File: src/rtl/sample_pkg.sv
// Shared sizing defaults and pointer/count width helpers for the sample FIFO.
package sample_pkg;

   localparam int DEFAULT_WIDTH = 8;
   localparam int DEFAULT_DEPTH = 16;

   function automatic int ptr_bits(input int entries);
      return $clog2(entries);
   endfunction

   // One extra bit so a completely full FIFO is distinguishable from an empty one
   function automatic int count_bits(input int entries);
      return $clog2(entries) + 1;
   endfunction

endpackage

File: src/rtl/sample_fifo_mem.sv
// Sample storage array: synchronous write, asynchronous read, no reset on contents.
module sample_fifo_mem
   import sample_pkg::*;
#(
   parameter int width = DEFAULT_WIDTH,
   parameter int depth = DEFAULT_DEPTH,
   localparam int PTR_W = ptr_bits(depth)
) (
   input  logic             clk,
   input  logic             wr_en,
   input  logic [PTR_W-1:0] wr_addr,
   input  logic [width-1:0] wr_data,
   input  logic [PTR_W-1:0] rd_addr,
   output logic [width-1:0] rd_data
);

   logic [width-1:0] mem [depth];

   always_ff @(posedge clk) begin
      if (wr_en) begin
         mem[wr_addr] <= wr_data;
      end
   end

   assign rd_data = mem[rd_addr];

endmodule

File: src/rtl/sample_fifo.sv
// Show-ahead sample FIFO with registered head output.
// Optional sticky overflow/underflow outputs are enabled with macro SAMPLE_FIFO_STATUS_EN.
module sample_fifo
   import sample_pkg::*;
#(
   parameter int width = DEFAULT_WIDTH,
   parameter int depth = DEFAULT_DEPTH,
   localparam int PTR_W = ptr_bits(depth),
   localparam int CNT_W = count_bits(depth)
) (
   input  logic             clk,
   input  logic             reset_n,
   input  logic             flush,
   input  logic [width-1:0] wr_data,
   input  logic             wr_valid,
   output logic             wr_ready,
   output logic [width-1:0] rd_data,
   output logic             rd_valid,
   input  logic             rd_ready,
   output logic [CNT_W-1:0] count
`ifdef SAMPLE_FIFO_STATUS_EN
   ,
   output logic             overflow,
   output logic             underflow
`endif
);

   localparam logic [CNT_W-1:0] FULL_COUNT = CNT_W'(depth);

   logic [PTR_W-1:0] wr_ptr;
   logic [PTR_W-1:0] rd_ptr;
   logic [PTR_W-1:0] rd_ptr_next;
   logic [CNT_W-1:0] count_next;
   logic [width-1:0] mem_head;
   logic [width-1:0] head_next;
   logic             wr_en;
   logic             rd_en;

   assign wr_ready = (count != FULL_COUNT);
   assign rd_valid = (count != '0);
   assign wr_en    = wr_valid && wr_ready && !flush;
   assign rd_en    = rd_valid && rd_ready && !flush;

   sample_fifo_mem #(
      .width (width),
      .depth (depth)
   ) u_mem (
      .clk     (clk),
      .wr_en   (wr_en),
      .wr_addr (wr_ptr),
      .wr_data (wr_data),
      .rd_addr (rd_ptr_next),
      .rd_data (mem_head)
   );

   always_comb begin
      rd_ptr_next = rd_ptr;
      if (rd_en) begin
         rd_ptr_next = rd_ptr + PTR_W'(1);
      end
   end

   always_comb begin
      count_next = count;
      case ({wr_en, rd_en})
         2'b10:   count_next = count + CNT_W'(1);
         2'b01:   count_next = count - CNT_W'(1);
         default: count_next = count;
      endcase
   end

   // The head register is loaded with whatever entry will be at the front after this
   // edge; when that slot is the one being written right now the array still holds
   // stale data, so the incoming word is taken instead.
   always_comb begin
      head_next = rd_data;
      if (!flush && count_next != '0) begin
         if (wr_en && rd_ptr_next == wr_ptr) begin
            head_next = wr_data;
         end else begin
            head_next = mem_head;
         end
      end
   end

   always_ff @(posedge clk or negedge reset_n) begin
      if (!reset_n) begin
         wr_ptr  <= '0;
         rd_ptr  <= '0;
         count   <= '0;
         rd_data <= '0;
      end else if (flush) begin
         wr_ptr  <= '0;
         rd_ptr  <= '0;
         count   <= '0;
      end else begin
         if (wr_en) begin
            wr_ptr <= wr_ptr + PTR_W'(1);
         end
         rd_ptr  <= rd_ptr_next;
         count   <= count_next;
         rd_data <= head_next;
      end
   end

`ifdef SAMPLE_FIFO_STATUS_EN
   always_ff @(posedge clk or negedge reset_n) begin
      if (!reset_n) begin
         overflow  <= 1'b0;
         underflow <= 1'b0;
      end else if (flush) begin
         overflow  <= 1'b0;
         underflow <= 1'b0;
      end else begin
         if (wr_valid && !wr_ready) begin
            overflow <= 1'b1;
         end
         if (rd_ready && !rd_valid) begin
            underflow <= 1'b1;
         end
      end
   end
`endif

endmodule

File: config.mk
export PLATFORM = sky130hd
export DESIGN_NAME = sample_fifo
export DESIGN_NICKNAME = d
export VERILOG_FILES = /design/src/rtl/sample_pkg.sv /design/src/rtl/sample_fifo_mem.sv /design/src/rtl/sample_fifo.sv
export SDC_FILE = /design/constraint.sdc
export NUM_CORES = 1
export LEC_CHECK = 0
export ABC_AREA = 1
export CAP_MARGIN = 20
export CORE_UTILIZATION = 35
export DETAILED_ROUTE_END_ITERATION = 7
export PLACE_DENSITY = 0.53
export SLEW_MARGIN = 30
export SYNTH_ARGS = -nofsm -noshare
export SYNTH_HDL_FRONTEND = slang
export SYNTH_SLANG_ARGS = --single-unit
File: constraint.sdc
create_clock -name clk -period 8.6 [get_ports clk]
set_input_delay 0.86 -clock clk [delete_from_list [all_inputs] [get_ports clk]]
set_output_delay 0.86 -clock clk [all_outputs]
set_load 0.01 [all_outputs]
==> metrics, run 1 <==
via count 5081; grt ovf 0; TritonCTS clock tree built; Worst R2R End rd_data[4]$_DFFE_PN0P_; Placed Area 0.00762 mm²; Synth async-reset ratio 0.141; Avg Inst Size Synth around 9.8 µm²; status finished, final reports clean; initial antenna violation count 0; worst setup path endpoint rd_data[4]$_DFFE_PN0P_; # IOs 28; critical path peak fanout 16; Final Skew 0.00725 ns; Power Total 2.37 mW; Die W 145 µm; Post-CTS Hold Buffers 0; nets@finish between 700 and 800; sequential area share after synthesis 0.614; dominant synthesized flop cell edfxtp_1; Port Buf Inserts 27; worst-margin pin slew ~0.96 ns; largest net degree at the start of global routing 67; placed cells 989; f_max approximately 0.25 GHz; main area contributors after synthesis edfxtp_1, nand3_1, dfrtp_1, nand2_1, inv_1; vias per std cell between 4 and 5; clk_lat worst skew about 0.43 ns; cts repair resizes 0; H-tree levels 4; Distinct cells, synth 28; CP Capture Type flop; Rows between 50 and 60; VDD IR-drop max 0.167 mV; final instance area 0.00817 mm²; Worst Hold Class input port to async pin; RSZ-0062 raised after global routing false; Avg WL per Cell between 15 and 20 µm; Syn Nets 744; Layout Cells excl Fill just over 1000; Clock Path Buffers 2; clock transition at the registers of the reported paths 0.06 ns; GR Util All Layers 0.190; most frequent cell after synthesis nand3_1; detailed-router iteration count before antenna repair 6; clock sink count 149; Synth Warn # 0; Critical Path Start Type input port; flop2flop setup slack 5.06 ns; initial drt markers 407; area leader, netlist edfxtp_1; die area roughly 0.021 mm²; Pwr Density 290 mW/mm²; Netlist Area Pre-Place 0.00712 mm²; required time worst endpoint 8.92 ns; Ant. Diodes 0; Post-Synthesis Cells 723; Post-synth top cells nand3_1, nand2_1, edfxtp_1; # DRC 0; final period utilization 0.473; Post-synth EDFFs 128; crit path launch flush; slew margin rel. 0.357; Yosys top cell area share 0.540; ANT nets after route 0; Setup CP Type input port to flop; RD Place Congestion 0.833; path depth of the worst reg2reg path 21; Post-DP HPWL between 10000 and 15000 µm; root buffer cell clkbuf_16; min Tclk post-route between 4 and 5 ns; initial core utilization 0.361; setup TNS 0 ns; CORE AREA 0.0197 mm²; first-pass GRT wire length approximately 28000 µm; static leakage 3.43 nW; max-cap violation count 0; Die H between 100 and 150 µm; # Post-CTS Setup Buffers 0; # setup viols final 0; setup ws final 4.53 ns; vias in the first global route 4839; share of cells above drive strength 1 0.0848; Filler cells between 1500 and 2000; Max Slew Vio Count 0; Final Hold Vio Count 0; Total Wirelength 18300 µm; Worst Path Arrival between 4 and 5 ns; CTS Buf Count 17; post-synthesis sequential element count 149; Worst R2R Start count[2]$_DFF_PN0_; Area Growth Syn to Fin 14.8%; Place WS 4.28 ns
==> flip-flops by register name, indices dropped and copies added, names as in the netlist <==
signal,flops
u_mem.mem,128
rd_data,8
count,5
rd_ptr,4
wr_ptr,4
==> worst max-delay path: stages <==
cell and delay [ns]:
clkdlybuf4s50_1 0.92, nor2_1 0.23, inv_1 0.26, ha_1 0.35, xor2_1 0.31, ha_1 0.21
a21oi_1 0.06, nor2_1 0.17, nand2_1 0.11, nand2_1 0.08, nand2_1 0.05, nand2_1 0.05
nand2_1 0.05, nand2_1 0.08, nand3_1 0.11, nand2_2 0.26, nor2_1 0.09, nand2_1 0.08
nand2_1 0.05
==> routing by layer <==
metal / GRT usage / routed length [µm] / part of all wire / vias to the layer above
li1: - / - / - / 2430
met1: 0.260 / 8580 / 0.47 / 2482
met2: 0.287 / 8320 / 0.46 / 150
met3: 0.0450 / 1040 / 0.057 / 19
met4: 0.0798 / 328 / 0.018 / 0
met5: 0 / 0 / 0 / -
==> power breakdown <==
group / internal, mW / switching [mW] / total [mW]
Sequential: 0.829 / 0.0417 / 0.871
Clock: 0.422 / 0.292 / 0.714
Combinational: 0.258 / 0.529 / 0.787
==> through the flow <==
step                hold WS (ns)  utilization
floorplan                  0.515            -
global placement           0.500        0.386
detailed placement         0.497        0.386
CTS                        0.392        0.415
global route               0.421        0.414
finish                     0.402        0.414
==> area by class of cell <==
class | count | area, µm² | area share
timing repair buffer | 36 | 323 | 0.0395
clock inverter | 14 | 139 | 0.0170
multi-input combinational | 416 | 2120 | 0.259
clock buffer | 17 | 425 | 0.0521
tap | 265 | 332 | 0.0406
inverter | 123 | 464 | 0.0568
sequential | 149 | 4370 | 0.535
==> worst min-delay path by stage <==
stage                           startpoint                      to  slack [ns]  cells past startpoint
finish                             reset_n     rd_ptr[3]$_DFF_PN0_        0.40                      1
global route                       reset_n     rd_ptr[2]$_DFF_PN0_        0.42                      1
CTS                                reset_n      count[0]$_DFF_PN0_        0.39                      1
detailed placement  rd_data[1]$_DFFE_PN0P_  rd_data[1]$_DFFE_PN0P_        0.50                      2
global placement    rd_data[1]$_DFFE_PN0P_  rd_data[1]$_DFFE_PN0P_        0.50                      2
floorplan           rd_data[0]$_DFFE_PN0P_  rd_data[0]$_DFFE_PN0P_        0.52                      2
==> kinds of logic (layout without fill, tap and decap cells) <==
| family | after synthesis | in the layout | synth area share |
|---|---|---|---|
| AO/OA/AOI/OAI | 10 | 10 | 0.00703 |
| adder cells (fa/ha/maj) | 8 | 8 | 0.0141 |
| AND/OR/NAND/NOR | 391 | 391 | 0.264 |
| multiplexers | 1 | 1 | 0.00141 |
| flip-flops | 149 | 149 | 0.614 |
| buffers and inverters | 158 | 190 | 0.0924 |
| XOR/XNOR | 6 | 6 | 0.00738 |
==> cells in the final DEF (no fill, tap or decap), drive strengths merged, types with 9 or more instances in the layout <==
cell type	n
nor3	9
clkbuf	17
nand3b	34
dfrtp	21
nand2	136
inv	123
buf	12
edfxtp	128
nand3	167
nor2	44
clkdlybuf4s50	24
Note: power is estimated with default switching activity, not from simulation.
==> run 2, diff against run 1 <==
- PLACE_DENSITY: 0.53 -> 0.55
- clock period: 8.6 -> 3.6 ns (I/O delays scaled with it)
==> metrics, run 2 (same netlist as run 1, synthesis figures left out) <==
Worst path max stage delay 0.43 ns (-0.49 ns); die area 0.0209 mm² (unchanged); Placed Area 0.00767 mm² (+0.72%); initial core utilization 0.361 (unchanged); RSZ-0062 raised after global routing false; Ant. Diodes 0 (unchanged); Worst Path Arrival 3.40 ns (-0.99 ns); Die W 145 µm (unchanged); commonest non-fill, non-tap cell in the layout nand3_1; H-tree levels 4 (unchanged); clock sink count 149 (unchanged); vias per std cell 4.83 (-3.1%); Cell Chain, Critical Path nor2_2, nand3_1, nand2_1, nor2_1, inv_1, ha_1, xor2_1, ha_1, a21oi_1, nor2_1, nand2_1, nand2_1, nand2_1, nand2_1, nand2_1, nand2_1, nand3_1, nand2_2, nor2_1, nand2_1, nand2_1; Rows 51 (unchanged); # IOs 28 (unchanged); Setup CP Type flop to flop; Power Total 5.78 mW (+140%); CTS Buf Count 17 (unchanged); RD Place Congestion 0.872 (+4.6%); Critical Path Start Type flop; min Tclk post-route 3.09 ns; most frequent cell on the critical path nand2_1; Worst R2R Start count[2]$_DFF_PN0_; TritonCTS clock tree built; path depth of the worst reg2reg path 21 (unchanged); GR Util All Layers 0.177 (-0.0126); Worst Hold Class input port to async pin; VDD IR-drop max 0.359 mV (+110%); final instance area 0.00829 mm² (+1.4%); cell depth of the worst setup path 21 (+2); initial antenna violation count 0 (unchanged); # Post-CTS Setup Buffers 0 (unchanged); Post-DP HPWL 10800 µm (-3.3%); CORE AREA 0.0197 mm² (unchanged); CP Capture Type flop; ANT nets after route 0 (unchanged); Total Wirelength 17100 µm (-6.3%); first-pass GRT wire length 26900 µm (-5.3%); initial drt markers 447 (+9.8%); vias in the first global route 4793 (-0.95%); nets@finish 772 (+1.0%); # setup viols final 0 (unchanged); worst-margin pin slew 0.875 ns (-0.0870 ns); Avg WL per Cell 16.6 µm (-7.1%); slew margin rel. 0.415 (+0.0582); crit path launch count[2]$_DFF_PN0_; Biggest register u_mem.mem; f_max 0.323 GHz; Worst R2R End rd_data[7]$_DFFE_PN0P_; commonest non-fill, non-tap cells in the layout nand3_1, nand2_1, edfxtp_1; max-cap violation count 0 (unchanged); Largest regs u_mem.mem x128, rd_data x8, count x5; cts repair resizes 0 (unchanged); flop2flop setup slack 0.51 ns (-4.55 ns); critical path's slowest cell dfrtp_1; setup TNS 0 ns (unchanged); # DRC 0 (unchanged); clk_lat worst skew 0.43 ns (about the same); Final Hold Vio Count 0 (unchanged); final period utilization 0.859; Final Skew 0.00912 ns (+0.00188 ns); grt ovf 0 (unchanged); Area Growth Syn to Fin 16.4%; Worst Path Buf+Inv 1 (-1); via count 4962 (-2.3%); status finished, final reports clean; root buffer cell clkbuf_16; CP top delay family simple AND/OR/NAND/NOR gates; Die H 145 µm (unchanged); required time worst endpoint 3.91 ns (-5.01 ns); Port Buf Inserts 27 (unchanged); static leakage 3.50 nW (+2.0%); Clock Path Buffers 2 (unchanged); Max Slew Vio Count 0 (unchanged); worst setup path endpoint rd_data[7]$_DFFE_PN0P_; max FFs per register 128 (unchanged); share of cells above drive strength 1 0.0865 (+0.00173); clock transition at the registers of the reported paths 0.06 ns (about the same); detailed-router iteration count before antenna repair 7 (+1); Worst Hold Margin 0.424 ns (+0.0221 ns); critical path peak fanout 16 (unchanged); largest net degree at the start of global routing 66 (-1.5%); Pwr Density 698 mW/mm² (+140%)
-- run 2: changes by cell type in the layout (fill, tap and decap cells not counted), moves of 2 or more --
cell	delta
buf_4	+6
nor3_1	+3
nor3_2	-3
buf_2	-2
bufinv_16	+2
clkdlybuf4s50_1	+2
-- run 2: final cells by class --
cell class	instances	area [µm²]
fill	1863	11400
sequential	149	4370
multi-input combinational	416	2100
inverter	123	464
clock buffer	18	429
timing repair buffer	44	408
tap	265	332
clock inverter	13	183
-- run 2: how the worst min path moves through the flow --
stage / startpoint / end / slack (ns)
5_1_grt: reset_n / count[4]$_DFF_PN0_ / 0.47
4_1_cts: rd_data[2]$_DFFE_PN0P_ / rd_data[2]$_DFFE_PN0P_ / 0.48
2_1_floorplan: reset_n / count[0]$_DFF_PN0_ / 0.06
3_5_place_dp: rd_data[2]$_DFFE_PN0P_ / rd_data[2]$_DFFE_PN0P_ / 0.46
6_report: reset_n / count[4]$_DFF_PN0_ / 0.42
3_3_place_gp: rd_data[1]$_DFFE_PN0P_ / rd_data[1]$_DFFE_PN0P_ / 0.47
-- run 2: repair_timing --
item	CTS	global route
hold buffers	0	1
setup endpoints to repair	0	0
endpoints found under the hold margin	0	21
-- run 2: power breakdown --
group	internal [mW]	total, mW	switching (mW)
Sequential	1.98	2.06	0.0847
Clock	1.15	1.84	0.690
Combinational	0.645	1.88	1.23
-- run 2: metal layers --
layer / vias to the layer above / share of wire / track usage
li1: 2442 / - / -
met1: 2379 / 0.48 / 0.249
met2: 121 / 0.45 / 0.272
met3: 20 / 0.044 / 0.0305
met4: 0 / 0.019 / 0.0693
met5: - / 0 / 0
-- run 2: metrics by stage --
stage	instances	setup slack, ns	util
detailed placement	996	0.464	0.389
CTS	1027	0.560	0.420
global placement	996	0.562	0.389
finish	1028	0.508	0.420
floorplan	723	0.637	-
global route	1028	0.145	0.420
==> run 3, diff against run 2 <==
- ABC_AREA: 1 -> 0
- SYNTH_HIERARCHICAL: not set -> 1
==> metrics, run 3 <==
status finished, final reports clean; root buffer cell clkbuf_16; nets@finish 449 (-42%); Synth Warn # 6 (+6); Worst R2R Start count[3]$_DFF_PN0_; commonest non-fill, non-tap cells in the layout edfxtp_1, nor2_1, clkdlybuf4s50_1; Clock Path Buffers 2 (unchanged); Avg Inst Size Synth 17.1 µm² (+74%); vias per std cell 5.37 (+11%); commonest non-fill, non-tap cell in the layout edfxtp_1; required time worst endpoint 3.87 ns (-0.04 ns); Power Total 4.48 mW (-22%); Critical Path Start Type flop; largest net degree at the start of global routing 34 (-48%); Post-DP HPWL 8640 µm (-20%); Rows 49 (-3.9%); Ant. Diodes 0 (unchanged); Syn Nets 398 (-47%); f_max 0.296 GHz (-8.4%); Worst Hold Class input port to async pin; worst-margin pin slew 0.937 ns (+0.0627 ns); RD Place Congestion 0.837 (-4.0%); clk_lat worst skew 0.42 ns (about the same); CORE AREA 0.0180 mm² (-8.6%); most frequent cell after synthesis edfxtp_1; initial core utilization 0.359 (-0.00197); Biggest register u_mem/mem; sequential area share after synthesis 0.675 (+0.0613); Worst Hold Margin 0.446 ns (+0.0219 ns); clock sink count 149 (unchanged); Largest regs u_mem/mem x128, rd_data x8, count x5; GR Util All Layers 0.148 (-0.0286); Post-Synthesis Cells 378 (-48%); # setup viols final 0 (unchanged); slew margin rel. 0.373 (-0.0423); ANT nets after route 0 (unchanged); CTS Buf Count 17 (unchanged); H-tree levels 4 (unchanged); Die W 138 µm (-4.6%); Synth async-reset ratio 0.141 (unchanged); initial drt markers 228 (-49%); CP Capture Type flop; # DRC 0 (unchanged); VDD IR-drop max 0.337 mV (-6.0%); max FFs per register 128 (unchanged); Distinct cells, synth 53 (+89%); Area Growth Syn to Fin 18.9%; detailed-router iteration count before antenna repair 4 (-3); initial antenna violation count 0 (unchanged); Post-synth EDFFs 128 (unchanged); static leakage 2.61 nW (-25%); Worst R2R End rd_data[2]$_DFFE_PN0P_; Post-synth top cells edfxtp_1, nor2_1, dfrtp_1; clock transition at the registers of the reported paths 0.06 ns (about the same); dominant synthesized flop cell edfxtp_1; Die H 138 µm (-4.6%); flop2flop setup slack 0.22 ns (-0.28 ns); main area contributors after synthesis edfxtp_1, dfrtp_1, mux4_2, mux4_1, nor2_1; area leader, netlist edfxtp_1; die area 0.0190 mm² (-9.0%); Pwr Density 583 mW/mm² (-17%); max-cap violation count 0 (unchanged); # IOs 28 (unchanged); path depth of the worst reg2reg path 13 (-38%); Final Hold Vio Count 0 (unchanged); Worst Path Arrival 3.65 ns (+0.25 ns); grt ovf 0 (unchanged); post-synthesis sequential element count 149 (unchanged); Max Slew Vio Count 0 (unchanged); Yosys top cell area share 0.594 (+0.0539); Port Buf Inserts 27 (unchanged); min Tclk post-route 3.38 ns (+0.283 ns); RSZ-0062 raised after global routing false; share of cells above drive strength 1 0.188 (+0.101); Setup CP Type flop to flop; via count 3603 (-27%); final period utilization 0.938 (+0.0787); TritonCTS clock tree built; vias in the first global route 3650 (-24%); Final Skew 0.0155 ns (+0.00642 ns); Total Wirelength 13500 µm (-21%); Avg WL per Cell 20.2 µm (+21%); critical path peak fanout 16 (unchanged); first-pass GRT wire length 21100 µm (-22%); Netlist Area Pre-Place 0.00647 mm² (-9.1%)
-- run 3: worst max path at each step --
stage	to	cells past startpoint	from
global placement	rd_data[3]$_DFFE_PN0P_	11	flush
finish	rd_data[2]$_DFFE_PN0P_	13	count[3]$_DFF_PN0_
detailed placement	rd_data[2]$_DFFE_PN0P_	12	flush
floorplan	rd_data[1]$_DFFE_PN0P_	13	count[0]$_DFF_PN0_
global route	rd_data[7]$_DFFE_PN0P_	13	count[3]$_DFF_PN0_
CTS	rd_data[2]$_DFFE_PN0P_	13	count[3]$_DFF_PN0_
-- run 3: worst max-delay path, stage by stage, from the launching register on --
cell and delay, ns:
dfrtp_1 0.46, nor4_2 0.28, buf_4 0.18, nand2_1 0.08, and3_1 0.22, inv_1 0.06
ha_1 0.26, ha_1 0.35, or4b_1 0.50, o311a_1 0.17, a211oi_4 0.31, a21oi_4 0.17
nor2_1 0.15, a31oi_1 0.06
-- run 3: cells by family after synthesis --
group,count (synthesis),synth area share
XOR/XNOR,14,0.0271
buffers and inverters,24,0.0238
adder cells (fa/ha/maj),7,0.0147
multiplexers,37,0.127
AND/OR/NAND/NOR,97,0.0769
AO/OA/AOI/OAI,50,0.0553
flip-flops,149,0.675
-- run 3: layout make-up --
class / count / area (µm²)
Clock buffer: 19 / 433
Inverter: 5 / 18.8
Multi-Input combinational cell: 205 / 1990
Tap cell: 229 / 287
Clock inverter: 13 / 133
Timing Repair Buffer: 51 / 460
Fill cell: 1622 / 10300
Sequential cell: 149 / 4370
-- run 3: report_power, final --
part	internal, mW	switching, mW
Combinational	0.401	0.394
Sequential	1.95	0.0514
Clock	1.02	0.675
Total	3.36	1.12
-- run 3: layer usage --
layer | track usage | vias to the layer above | share of wire
met5 | 0 | - | 0
met4 | 0.0549 | 0 | 0.0093
met3 | 0.0329 | 8 | 0.048
met2 | 0.238 | 90 | 0.50
met1 | 0.199 | 1883 | 0.45
li1 | - | 1622 | -
-- run 3: metrics by stage --
step           setup slack (ns)  cells  instance area [µm²]   util  TNS [ns]
2_1_floorplan            0.0873    378                 6470      -         0
3_3_place_gp             0.0628    638                 7090  0.393         0
3_5_place_dp             -0.118    638                 7090  0.393    -0.761
4_1_cts                 0.00955    670                 7660  0.425         0
5_1_grt                  0.0183    671                 7690  0.427         0
6_report                  0.224    671                 7690  0.427         0
-- run 3: what timing repair did --
item,CTS,global route
endpoints found under the hold margin,0,21
buffers inserted,0,0
pin swaps,0,0
setup endpoints to repair,8,8
resized for setup,1,6
hold buffers,0,1
